[src/rtl/gate_tester_pkg.sv]
// Shared definitions for the gate tester: command codes, vector memory map
// and the responder state encoding.
package gate_tester_pkg;

  localparam logic [7:0]  CMD_READ     = 8'h00;
  localparam logic [7:0]  CMD_WRITE    = 8'h01;

  localparam logic [15:0] DUT_VEC_ADDR = 16'h0000;
  localparam logic [15:0] INPUT_ADDR   = 16'h0008;

  typedef enum logic [1:0] {
    ST_IDLE,
    ST_WRITE,
    ST_READ_FETCH,
    ST_READ_HOLD
  } resp_state_e;

  function automatic logic cmd_known(input logic [7:0] cmd);
    return (cmd == CMD_READ) || (cmd == CMD_WRITE);
  endfunction

endpackage

[src/rtl/byte_ram.sv]
// Single-port byte memory: synchronous write, registered read with enable.
// The array itself is never reset so vectors survive a controller reset.
module byte_ram #(
  parameter int DEPTH  = 16,
  parameter int DATA_W = 8,
  parameter int AW     = 4
) (
  input  logic              clk,
  input  logic              rst_n,
  input  logic              we_i,
  input  logic              re_i,
  input  logic [AW-1:0]     addr_i,
  input  logic [DATA_W-1:0] wdata_i,
  output logic [DATA_W-1:0] rdata_o
);

  logic [DATA_W-1:0] mem_q [DEPTH];
  logic [DATA_W-1:0] rdata_q;

  always_ff @(posedge clk) begin
    if (we_i) begin
      mem_q[addr_i] <= wdata_i;
    end
  end

  // Output register holds its value while re_i is low, which keeps the
  // presented byte stable for the whole handshake wait.
  always_ff @(posedge clk or negedge rst_n) begin
    if (!rst_n) begin
      rdata_q <= '0;
    end else if (re_i) begin
      rdata_q <= mem_q[addr_i];
    end
  end

  assign rdata_o = rdata_q;

endmodule

[src/rtl/gate_mem_responder.sv]
// Services read/write commands from the verification controller against the
// test-vector byte memory; writes take bytes from the UART receiver.
module gate_mem_responder
  import gate_tester_pkg::*;
#(
  parameter int ADDR_W = 16,
  parameter int DEPTH  = 16,
  parameter int DATA_W = 8
) (
  input  logic              clk,
  input  logic              rst_n,
  input  logic              cmd_valid,
  input  logic [7:0]        command,
  input  logic [ADDR_W-1:0] start_addr,
  input  logic [ADDR_W-1:0] end_addr,
  input  logic              rx_byte_valid,
  input  logic [DATA_W-1:0] rx_byte,
  output logic [DATA_W-1:0] tx_byte,
  output logic              tx_byte_valid,
  input  logic              tx_byte_ready,
  output logic              rx_done,
  output logic              tx_done,
  output logic              busy,
  output logic              cmd_err
);

  localparam int PTR_W = $clog2(DEPTH);

  resp_state_e       state_q;
  logic [PTR_W-1:0]  ptr_q;
  logic [PTR_W-1:0]  end_q;
  logic              tx_valid_q;
  logic              rx_done_q;
  logic              tx_done_q;
  logic              busy_q;
  logic              cmd_err_q;

  logic              cmd_ok;
  logic              ram_we;
  logic              ram_re;

  // Full-width range check; once it passes, the low bits alone address memory.
  assign cmd_ok = cmd_known(command) && (start_addr <= end_addr) &&
                  (end_addr < ADDR_W'(DEPTH));

  assign ram_we = (state_q == ST_WRITE) && rx_byte_valid;
  assign ram_re = (state_q == ST_READ_FETCH);

  byte_ram #(
    .DEPTH  (DEPTH),
    .DATA_W (DATA_W),
    .AW     (PTR_W)
  ) u_ram (
    .clk     (clk),
    .rst_n   (rst_n),
    .we_i    (ram_we),
    .re_i    (ram_re),
    .addr_i  (ptr_q),
    .wdata_i (rx_byte),
    .rdata_o (tx_byte)
  );

  always_ff @(posedge clk or negedge rst_n) begin
    if (!rst_n) begin
      state_q    <= ST_IDLE;
      ptr_q      <= '0;
      end_q      <= '0;
      tx_valid_q <= 1'b0;
      rx_done_q  <= 1'b0;
      tx_done_q  <= 1'b0;
      busy_q     <= 1'b0;
      cmd_err_q  <= 1'b0;
    end else begin
      rx_done_q <= 1'b0;
      tx_done_q <= 1'b0;
      cmd_err_q <= 1'b0;
      case (state_q)
        ST_IDLE: begin
          if (cmd_valid) begin
            if (!cmd_ok) begin
              cmd_err_q <= 1'b1;
            end else begin
              ptr_q   <= start_addr[PTR_W-1:0];
              end_q   <= end_addr[PTR_W-1:0];
              busy_q  <= 1'b1;
              state_q <= (command == CMD_WRITE) ? ST_WRITE : ST_READ_FETCH;
            end
          end
        end
        ST_WRITE: begin
          if (rx_byte_valid) begin
            if (ptr_q == end_q) begin
              rx_done_q <= 1'b1;
              busy_q    <= 1'b0;
              state_q   <= ST_IDLE;
            end else begin
              ptr_q <= ptr_q + 1'b1;
            end
          end
        end
        // The RAM output register captures mem[ptr] on this same edge.
        ST_READ_FETCH: begin
          tx_valid_q <= 1'b1;
          state_q    <= ST_READ_HOLD;
        end
        ST_READ_HOLD: begin
          if (tx_byte_ready) begin
            tx_valid_q <= 1'b0;
            if (ptr_q == end_q) begin
              tx_done_q <= 1'b1;
              busy_q    <= 1'b0;
              state_q   <= ST_IDLE;
            end else begin
              ptr_q   <= ptr_q + 1'b1;
              state_q <= ST_READ_FETCH;
            end
          end
        end
        default: state_q <= ST_IDLE;
      endcase
    end
  end

  assign tx_byte_valid = tx_valid_q;
  assign rx_done       = rx_done_q;
  assign tx_done       = tx_done_q;
  assign busy          = busy_q;
  assign cmd_err       = cmd_err_q;

endmodule

[config.mk]
export PLATFORM = sky130hd
export DESIGN_NAME = gate_mem_responder
export DESIGN_NICKNAME = d
export VERILOG_FILES = /design/src/rtl/gate_tester_pkg.sv /design/src/rtl/byte_ram.sv /design/src/rtl/gate_mem_responder.sv
export SDC_FILE = /design/constraint.sdc
export NUM_CORES = 1
export LEC_CHECK = 0
export CORE_AREA = 2 2 116 118
export DETAILED_ROUTE_END_ITERATION = 7
export DIE_AREA = 0 0 118 120
export PLACE_DENSITY = 0.73
export SYNTH_ARGS = -nofsm -noshare
export SYNTH_HDL_FRONTEND = slang
export SYNTH_SLANG_ARGS = --single-unit
export TNS_END_PERCENT = 1
[constraint.sdc]
create_clock -name clk -period 2.1 [get_ports clk]
set_input_delay 0.42 -clock clk [delete_from_list [all_inputs] [get_ports clk]]
set_output_delay 0.42 -clock clk [all_outputs]
set_load 0.01 [all_outputs]
Yosys cells after proc, flatten, opt, wreduce, memory -nomap -nowiden
Memory sizes are Yosys's and may differ from the RTL's. A register that Yosys moved wholly into a read port is not among the register bits.
Cells that the tools add are included.
W data, S select, Z words.

storage, ports and cells
  RAM bits = 128
  register bits = 15
  memories kept = 1
  output and inout bits = 13
  input bits = 53

memory list
  name         words  width  rd ports  clocked after memory_dff  wr ports  RTL line        text
  u_ram.mem_q  16     8      1         1                         1         byte_ram.sv:17  logic [DATA_W-1:0] mem_q [DEPTH];

cells by class
  multiplexer cells = 32
  equality and inequality tests = 10
  $add $sub $neg = 1
  reduce and logical (&&, ||, !) cells = 13
  $lt $le $gt $ge = 2

operators with widths
  operator               count
  $mux W4                5
  $le A16 B16 Y1         1
  $lt A16 B5 Y1 const B  1
  $mux W1                16
  $mux W2                7
  $pmux W4 S3            1
  $reduce_and A5 Y1      2
  $eq A8 B1 Y1 const B   1
  $logic_not A8 Y1       1
  $ne A2 B2 Y1 const B   4
  $pmux W2 S4            1
  $add A4 B1 Y4 const B  1
  $eq A2 B2 Y1 const B   2
  $eq A4 B4 Y1           1
  $logic_and A1 B1 Y1    3
  $pmux W1 S3            1
  $reduce_and A3 Y1      1
  $reduce_bool A3 Y1     1
  $eq A2 B1 Y1 const B   1
  $logic_not A2 Y1       1
  $ne A2 B1 Y1 const B   1
  $pmux W1 S2            1
  $reduce_and A2 Y1      1
  $reduce_bool A2 Y1     1
  other kinds (2)        2

Depth between registers and ports, before layout
Gate-level depths: netlist of run 1.

  word-level depth = 7
  mapped depth = 10
  mapped depth without buffers = 9

By module
A second synthesis of run 1 with hierarchy kept.

unflattened totals
  cell total of the unflattened synthesis = 450
  area, all modules = 6681.4 µm²

modules (own cells, without submodules)
  module              area each (µm²)  times used  cells each  sequential area each (µm²)
  byte_ram            5355.1           1           304         4043.9
  gate_mem_responder  1326.3           1           146         375.4

Worst setup path after synthesis of run 1
No wires, ideal clock.

  path type = input to register
  start = input port end_addr[7]
  end = register ptr_q[2]
  slack = -123 ps
  data required time = 1974 ps
  stages on the path = 10
  setup time = 126 ps
  arrival time = 2097 ps
  buffers on the path = 1
  path through = inv_1 ha_1 a21oi_1 o21ai_0 a221o_1 nor3_1 o211a_1 buf_6 nor2_2 a221o_1

on the way
  cells in the longest elaborated chain, start to end = 5
  elaborated cells between the ends (all ways) = 6
  those cells by class = 2 x order compare; 1 x eq/ne; 3 x reduce/logical

ends and longest elaborated chain
  element                               RTL line                   text
  start, declared                       gate_mem_responder.sv:15   input logic [ADDR_W-1:0] end_addr,
  $le A16 B16 Y1                        gate_mem_responder.sv:43   assign cmd_ok = cmd_known(command) && (start_addr <= end_addr) &&
  $logic_and A1 B1 Y1                   gate_mem_responder.sv:43
  $logic_and A1 B1 Y1 *                 gate_mem_responder.sv:43
  $ne A2 B2 Y1 (no source line) *       --
  $reduce_and A5 Y1 (no source line) *  --
  end signal, assigned                  gate_mem_responder.sv:83   ptr_q <= start_addr[PTR_W-1:0];
  end signal, assigned                  gate_mem_responder.sv:97   ptr_q <= ptr_q + 1'b1;
  end signal, assigned                  gate_mem_responder.sv:114  ptr_q <= ptr_q + 1'b1;
  end, declared                         gate_mem_responder.sv:30   logic [PTR_W-1:0] ptr_q;

Every way passes the cells marked *; elsewhere a longest branch is shown, timed or not.
A chain may end at the register's enable or synchronous reset.

==> results.json, run 1 <==
{
  "antenna_found_initial": 0,
  "synthCells": 360,
  "swShare": 0.219,
  "cp_num_buf_inv": 1,
  "hold_viol": 0,
  "final_cells": 679,
  "cp.arrival_ps": 2430,
  "crit_chain": "buf_12, mux4_2, mux4_2, mux2_4",
  "violations": "setup timing",
  "yosys.area.top_type": "edfxtp_1",
  "syn_area_sq_um": 6460,
  "routedWlPerCell_microns": 20.4,
  "finalWirelength_mm": 13.9,
  "grt_pass1_vias": 4064,
  "grt_setup_unrepaired": "yes",
  "ys_warn_count": 0,
  "die_h_microns": 120,
  "cp_common_cell": "mux4_2",
  "synth_common_cells": "edfxtp_1, mux4_2, dfrtp_1",
  "clock_tree.root_cell": "clkbuf_16",
  "ant_nets": 0,
  "synth_cell_types": 43,
  "ctsHoldBuffers": 0,
  "cp.required_ps": 2400,
  "htreeDepth": 4,
  "power.total_w": 0.00631,
  "insertion_delay_ps": 420,
  "dr.pass1.iters": 4,
  "grtUsageTotal": 0.208,
  "power_frac_comb": 0.042,
  "setup_viol": 4,
  "internal_power_w": 0.00493,
  "vias_per_cell": 5.50,
  "nets": 563,
  "fin_crit_sh": 1.02,
  "area_growth_pct": 31.7,
  "synth_nets": 433,
  "slew_violations": 0,
  "p_leak_nw": 3.14,
  "fp.dieArea_sq_um": 14200,
  "reg2reg_depth": 4,
  "fp.dieW_microns": 118,
  "critical-path-top-delay-family": "multiplexers",
  "drc": 0,
  "reg2reg_slack_ps": -30,
  "min_path_type": "in -> async",
  "outcome": "finished, violations left",
  "max_freq_mhz": 469,
  "max_stage_delay_ps": 540,
  "numCtsBuffers": 17,
  "relSlewSlack": 0.615,
  "utilization": 0.656,
  "seq_power_share": 0.516,
  "dpl.hpwl_mm": 9.26,
  "clock-sinks": 151,
  "synthFlopType": "edfxtp_1",
  "clk_pin_slew_worst_paths_ps": 70,
  "crit_path_end_kind": "flip-flop",
  "num_io_pins": 66,
  "r2r_end": "u_ram.rdata_o[0]",
  "fin_crit_ps": 2130,
  "placed_cells": 642,
  "gp_congestion": 0.778,
  "drv_cap": 0,
  "p_clk_frac": 0.442,
  "fin_skew_ps": 9.44,
  "crit_slowest_cell": "mux4_2",
  "synth_edf_count": 128,
  "cts_tree": "done",
  "finalWorstSetupSlack_ps": -33.7,
  "fin_tns_setup_ps": -91.0,
  "crit_type": "reg -> reg",
  "drive_gt1_frac": 0.400,
  "power_per_cell_area_nw_per_um2": 741,
  "startpoint_type": "flip-flop",
  "ys_seq_area_frac": 0.684,
  "core_sq_um": 13000,
  "async_reset_ff_frac": 0.152,
  "drt_iter0_markers": 335,
  "port_buffers": 65,
  "synth.most_common_cell": "edfxtp_1",
  "avgSynthCellArea_sq_um": 17.9,
  "rows": 42,
  "grt_pass1_wl_mm": 21.8,
  "irDropWorstVdd_v": 0.000700,
  "antenna_cells": 0,
  "vias": 3733,
  "worst_pin_slew_ps": 576,
  "grt_max_degree": 24,
  "cts_buffer_depth": 2,
  "yosysTopAreaCellShare": 0.595,
  "grt_overflow_total": 0,
  "start_util": 0.498,
  "r2r-start": "ptr_q[0]",
  "p_switching_w": 0.00138,
  "synth_area_leaders": "edfxtp_1, mux4_2, dfrtp_1",
  "ys_ff_latch": 151,
  "path_max_fanout": 14
}
## power groups by stage
| stage | Combinational, W | Sequential, W | Clock (W) |
|---|---|---|---|
| after floorplan | 0.0000571 | 0.00332 | 0 |
| after global placement | 0.000231 | 0.00332 | 0 |
| after detailed placement | 0.000237 | 0.00332 | 0 |
| after CTS | 0.000249 | 0.00325 | 0.00284 |
| after global routing | 0.000291 | 0.00325 | 0.00296 |
| final | 0.000263 | 0.00325 | 0.00279 |
## through the flow
step                instance area, sq um  hold WS [ps]  setup slack (ps)
floorplan                           6470           124             -98.1
CTS                                 8450           347             -51.9
global placement                    7720           460              -762
detailed placement                  7720           485              -822
finish                              8510           353             -33.7
global route                        8510           370             -67.9
## sequential cells by signal (all words and copies together), names as in the netlist
name,flops
busy,1
rx_done,1
u_ram.rdata_o,8
end_q,4
state_q,2
ptr_q,4
cmd_err,1
u_ram.mem_q,128
tx_byte_valid,1
tx_done,1
## how the worst max path moves through the flow
stage                      from  cells after the start          endpoint  slack, ps
floorplan            command[4]                      8          ptr_q[2]       -100
global placement    end_addr[7]                      9          end_q[1]       -760
detailed placement  end_addr[7]                     10          ptr_q[2]       -820
CTS                    ptr_q[0]                      4  u_ram.rdata_o[6]        -50
global route           ptr_q[0]                      4  u_ram.rdata_o[2]        -70
finish                 ptr_q[0]                      4  u_ram.rdata_o[0]        -30
## kinds of logic after synthesis
group	Yosys count	synth area share
compound gates	25	0.0254
simple gates	69	0.0564
buf+inv	37	0.0265
flops	151	0.684
xor+xnor	4	0.00542
fa+ha+maj	20	0.0387
mux	54	0.163
## what timing repair did
action | 4_1_cts | 5_1_grt
endpoints found under the setup margin | 17 | 30
gates resized for setup | 72 | 55
pin swaps | 25 | 16
gates cloned | 1 | 0
buffers inserted | 3 | 1
## metal layers
| layer | GRT usage | share of wire | vias up |
|---|---|---|---|
| met5 | 0 | 0 | - |
| met4 | 0.0776 | 0.020 | 0 |
| met3 | 0.0741 | 0.075 | 23 |
| met2 | 0.331 | 0.50 | 142 |
| met1 | 0.263 | 0.41 | 1873 |
| li1 | - | - | 1695 |
## placed cells by master, fill, tap and decap left out, drive strengths merged, types with 3 or more instances in the layout
cell           instances
and4                   3
inv                   27
clkdlybuf4s50         32
ha                    20
and3                   3
mux4                  40
a21oi                  8
nand2b                 3
nand2                 13
clkbuf                31
dlygate4sd2            7
clkinvlp               3
nor4                   7
nor3                   8
edfxtp               128
mux2                  12
xor2                   4
o21ai                  7
clkdlybuf4s15         10
buf                   61
dfrtp                 23
nor2                  20
clkinv                 6
## area by class of cell
class                   instances  area, sq um
clock inverters                14          121
flip-flops and latches        151         4420
fillers                       884         4470
multi-input cells             173         2150
well taps                     176          220
clock buffers                  18          429
inverters                      22         82.6
repair buffers                125         1090
Note: power is estimated with default switching activity, not from simulation.
==> run 2, diff against run 1 <==
--- a/config.mk
+++ b/config.mk
@@ -9,6 +9,7 @@
 export DETAILED_ROUTE_END_ITERATION = 7
 export DIE_AREA = 0 0 118 120
 export PLACE_DENSITY = 0.73
+export SKIP_CTS_REPAIR_TIMING = 1
 export SYNTH_ARGS = -nofsm -noshare
 export SYNTH_HDL_FRONTEND = slang
 export SYNTH_SLANG_ARGS = --single-unit
==> constraint.sdc (replaced) <==
create_clock -name clk -period 2.1 [get_ports clk]
set_input_delay 0.525 -clock clk [delete_from_list [all_inputs] [get_ports clk]]
set_output_delay 0.525 -clock clk [all_outputs]
set_load 0.01 [all_outputs]
==> results.json, run 2 (same netlist as run 1, synthesis figures left out) <==
{
  "irDropWorstVdd_v": 0.000713,
  "die_h_microns": 120,
  "cts_buffer_depth": 2,
  "crit_slowest_cell": "a221o_1",
  "fin_skew_ps": 13.0,
  "fin_crit_ps": 2150,
  "setup_viol": 8,
  "fin_crit_sh": 1.02,
  "relSlewSlack": 0.611,
  "grt_max_degree": 25,
  "vias": 3743,
  "critical-path-top-delay-family": "compound AO/OA/AOI/OAI gates",
  "drv_cap": 0,
  "final_cells": 682,
  "swShare": 0.209,
  "rows": 42,
  "antenna_cells": 0,
  "internal_power_w": 0.00505,
  "multiInputGateArea_sq_um": 2220,
  "min_path_type": "in -> async",
  "clock-sinks": 151,
  "crit_path_end_kind": "flip-flop",
  "drive_gt1_frac": 0.419,
  "grtUsageTotal": 0.196,
  "core_sq_um": 13000,
  "power_frac_comb": 0.046,
  "grt_pass1_wl_mm": 20.9,
  "cp_common_cell": "a221o_1",
  "cp_num_buf_inv": 2,
  "area_growth_pct": 34.2,
  "seq_area_sq_um": 4420,
  "cp.required_ps": 2400,
  "dr.pass1.iters": 5,
  "layout_commonest_cell": "edfxtp_1",
  "path_max_fanout": 5,
  "violations": "setup timing",
  "finalWirelength_mm": 13.5,
  "slew_violations": 0,
  "worst_pin_slew_ps": 581,
  "p_leak_nw": 3.29,
  "start_util": 0.498,
  "drc": 0,
  "clk_pin_slew_worst_paths_ps": 60,
  "topRoutingLayerUsed": "met4",
  "cp.arrival_ps": 2450,
  "largest_reg_flops": 128,
  "gp_congestion": 0.779,
  "fp.dieArea_sq_um": 14200,
  "p_clk_frac": 0.444,
  "outcome": "finished, violations left",
  "utilization": 0.668,
  "routedWlPerCell_microns": 19.8,
  "max_stage_delay_ps": 390,
  "wl_met2_mm": 6.78,
  "antenna_found_initial": 0,
  "dpl.hpwl_mm": 9.07,
  "placed_cells": 646,
  "fillers": 837,
  "drt_iter0_markers": 380,
  "fp.dieW_microns": 118,
  "crit_type": "in -> reg",
  "finalWorstSetupSlack_ps": -49.5,
  "layout_common_cells": "edfxtp_1, buf_4, mux4_2",
  "grt_setup_unrepaired": "yes",
  "ant_nets": 0,
  "grt_pass1_vias": 3966,
  "grt_overflow_total": 0,
  "clock_tree.root_cell": "clkbuf_16",
  "largest-register": "u_ram.mem_q",
  "htreeDepth": 4,
  "p_switching_w": 0.00133,
  "wl_met1_mm": 5.83,
  "port_buffers": 65,
  "numCtsBuffers": 17,
  "max_freq_mhz": 465,
  "nets": 566,
  "seq_power_share": 0.510,
  "insertion_delay_ps": 420,
  "hold_slack_ps": 472,
  "dr_wl_met3_microns": 773,
  "vias_per_cell": 5.49,
  "cts_tree": "done",
  "num_io_pins": 66,
  "startpoint_type": "input pin",
  "hold_viol": 0,
  "power_per_cell_area_nw_per_um2": 736,
  "crit_chain": "clkbuf_2, inv_2, ha_4, nand4_1, nor2_1, a221o_1, nor3_4, o211a_4, nor2_4, a221o_1"
}
-- run 2: cell types whose count changed in the layout (fill, tap and decap cells not counted), moves of 3 or more --
cell             change
buf_4                +5
nor3_2               -3
dlymetal6s2s_1      +15
clkbuf_2             -5
ha_1                 -5
inv_1                -4
buf_6                +7
ha_4                 +6
clkdlybuf4s15_1     -10
inv_2                +3
dlygate4sd2_1        -7
-- run 2: worst reg2reg max path, delay by kind of cell (launching register included) --
| kind | cells | cell delay (ps) |
|---|---|---|
| buffers and inverters | 1 | 210 |
| DFF | 1 | 440 |
| muxes | 3 | 1370 |
-- run 2: power by group through the flow --
| stage | clock network (W) | registers [W] | logic [W] |
|---|---|---|---|
| after floorplan | 0 | 0.00332 | 0.0000571 |
| after global placement | 0 | 0.00332 | 0.000236 |
| after detailed placement | 0 | 0.00332 | 0.000244 |
| after CTS | 0.00290 | 0.00325 | 0.000246 |
| after global routing | 0.00302 | 0.00325 | 0.000320 |
| final | 0.00283 | 0.00326 | 0.000292 |
-- run 2: routing by layer --
| metal | global-route usage | vias to the layer above |
|---|---|---|
| met5 | 0 | - |
| met4 | 0.0617 | 0 |
| met3 | 0.0599 | 17 |
| met2 | 0.311 | 131 |
| met1 | 0.261 | 1900 |
| li1 | - | 1695 |
-- run 2: final cells by class --
| type | count | area share |
|---|---|---|
| flip-flops and latches | 151 | 0.510 |
| repair buffers | 128 | 0.135 |
| clock buffers | 18 | 0.0495 |
| well taps | 176 | 0.0254 |
| inverters | 22 | 0.00981 |
| clock inverters | 14 | 0.0147 |
| multi-input cells | 173 | 0.256 |
-- run 2: metrics by stage --
stage               power [W]  cell area, sq um  setup TNS, ps  setup WS [ps]
floorplan             0.00338              6460          -2910           -203
detailed placement    0.00356              7720         -12480           -919
global placement      0.00355              7720         -12660           -850
CTS                   0.00640              8280          -4920           -504
global route          0.00659              8670          -1080           -121
finish                0.00638              8670           -156          -49.5
-- run 2: path summary, 6_finish.rpt --
path	depth (start not counted)	slack [ps]	end	start
min reg2reg	1	470	tx_byte_valid	tx_byte_valid
min	2	470	ptr_q[2]	rst_n
max	10	-50	ptr_q[2]	end_addr[15]
max in group asynchronous	2	1380	ptr_q[0]	rst_n
min in group clk	1	470	tx_byte_valid	tx_byte_valid
max reg2reg	4	-20	u_ram.rdata_o[3]	ptr_q[0]
==> RTL change, RTL diff (settings of run 2) <==
Re-encode `resp_state_e` (4 states) as Gray code, 2 bits wide.
--- a/src/rtl/gate_tester_pkg.sv
+++ b/src/rtl/gate_tester_pkg.sv
@@ -9,10 +9,10 @@
   localparam logic [15:0] INPUT_ADDR   = 16'h0008;
 
   typedef enum logic [1:0] {
-    ST_IDLE,
-    ST_WRITE,
-    ST_READ_FETCH,
-    ST_READ_HOLD
+    ST_IDLE       = 2'b00,
+    ST_WRITE      = 2'b01,
+    ST_READ_FETCH = 2'b11,
+    ST_READ_HOLD  = 2'b10
   } resp_state_e;
 
   function automatic logic cmd_known(input logic [7:0] cmd);
Behaviour: no difference found for any inputs over 4 cycles, from zero or initial values and one cycle with rst_n low; so few cycles prove little.
==> RTL change against run 2 <==
  * The run still ends with setup timing left
  * Non-clock buffer count increased by 16
  * Final area increased by 2.8%
  * Sequential cell count unchanged
  * Wire length increased by 13%
  * Worst setup slack got worse by 3.8 ps
  * Synthesized cell count increased by 3.6%
  * Critical path depth decreased by 2
  * Synthesized area increased by 2.2%
  * Clock skew decreased by 5.0 ps
Power is not compared: it rests on default switching activity, and its combinational part moved more than twofold at a synthesized area within 25%.
==> RTL change: results (changes against run 2) <==
\begin{tabular}{lr}
\hline
Metric & Value \\
\hline
\multicolumn{2}{l}{\textbf{Run status}} \\
\quad Result of the run & finished, violations left \\
\quad Violated checks & setup timing \\
\multicolumn{2}{l}{\textbf{Route}} \\
\quad Detailed router's first-iteration violation count & 343 (-9.7\%) \\
\quad WL/cell & 21.45 µm (+8.1\%) \\
\multicolumn{2}{l}{\textbf{Synth}} \\
\quad Fraction of the yosys area taken by sequential cells & 0.6693 (-0.01478) \\
\quad Post-synthesis area per instance & 17.70 µm² (-1.4\%) \\
\quad Unique masters post-synth & 46 (+7.0\%) \\
\quad Most numerous cell types in the synthesized netlist & sky130\_fd\_sc\_hd\_\_edfxtp\_1 (128), sky130\_fd\_sc\_hd\_\_mux4\_2 (40), sky130\_fd\_sc\_hd\_\_ha\_1 (24), sky130\_fd\_sc\_hd\_\_dfrtp\_1 (23), sky130\_fd\_sc\_hd\_\_inv\_1 (22) \\
\quad Syn nets & 450 (+3.9\%) \\
\multicolumn{2}{l}{\textbf{Hold path}} \\
\quad Path category of the worst min-delay check & in -> reg \\
\multicolumn{2}{l}{\textbf{Timing}} \\
\quad Setup tns final & -350.2 ps (-194.5 ps) \\
\quad Slew of the pin with the lowest slew margin & 645.1 ps (+63.70 ps) \\
\quad Worst setup skew after layout & 8.016 ps (-5.025 ps) \\
\quad Slack of the critical path & -53.27 ps (-3.817 ps) \\
\quad Final number of setup-violating endpoints & 9 (+1) \\
\multicolumn{2}{l}{\textbf{Critical path}} \\
\quad Arrival time of data at the critical path endpoint & 2510 ps (+60 ps) \\
\quad CP Launch Point & command[6] \\
\multicolumn{2}{l}{\textbf{Final layout}} \\
\quad Clock tree cell share of total cell area & 0.05966 (-0.004556) \\
\quad Final standard cell count with taps included and fillers excluded & 710 (+4.1\%) \\
\quad Fraction of area in multi-input gates & 0.2622 (+0.006368) \\
\quad Non-clock buffers & 144 (+13\%) \\
\quad Fraction of area in registers & 0.4959 (-0.01388) \\
\quad Total of clock buffers placed in the layout & 19 (+1) \\
\quad Count of inverters not on the clock network in the layout & 24 (+9.1\%) \\
\quad Total number of multi-input combinational cells & 183 (+5.8\%) \\
\multicolumn{2}{l}{\textbf{Place}} \\
\quad Cell Area, Placed & 8227 µm² (+6.5\%) \\
\quad Gp weighted congestion & 0.8181 (+5.1\%) \\
\quad Half-perimeter wire length of the detailed placement result & 10.25 mm (+13\%) \\
\quad Worst setup timing slack at the placement stage & -827.3 ps (+91.91 ps) \\
\quad Cell count after placement & 675 (+4.5\%) \\
\multicolumn{2}{l}{\textbf{Global route}} \\
\quad First-pass GRT wire length & 23.44 mm (+12\%) \\
\quad Number of global-route vias before repair & 4145 (+4.5\%) \\
\quad All-layer global routing usage & 0.2282 (+0.03252) \\
\hline
\end{tabular}
## RTL change: critical path, cell delays in order
cell and delay [ps]:
sky130_fd_sc_hd__clkbuf_2 80, sky130_fd_sc_hd__or4_4 540, sky130_fd_sc_hd__nor4_4 310, sky130_fd_sc_hd__and4_4 310, sky130_fd_sc_hd__buf_4 130, sky130_fd_sc_hd__a31oi_4 120, sky130_fd_sc_hd__or3b_1 410, sky130_fd_sc_hd__nand3_1 90
## RTL change: metal layers
metal  up-vias  GRT usage  share of wire
met3        17    0.05561          0.064
li1       1777          -              -
met1      1983     0.3015           0.41
met2       136     0.3794           0.51
met5         -          0              0
met4         0    0.06852          0.012
## RTL change: cells by family after synthesis
family	Yosys count	share of synthesized area
buffers and inverters	39	0.02312
adder cells (fa/ha/maj)	24	0.04548
multiplexers	55	0.1615
AO/OA/AOI/OAI	26	0.02918
XOR/XNOR	4	0.005305
flip-flops	151	0.6693
AND/OR/NAND/NOR	74	0.06614
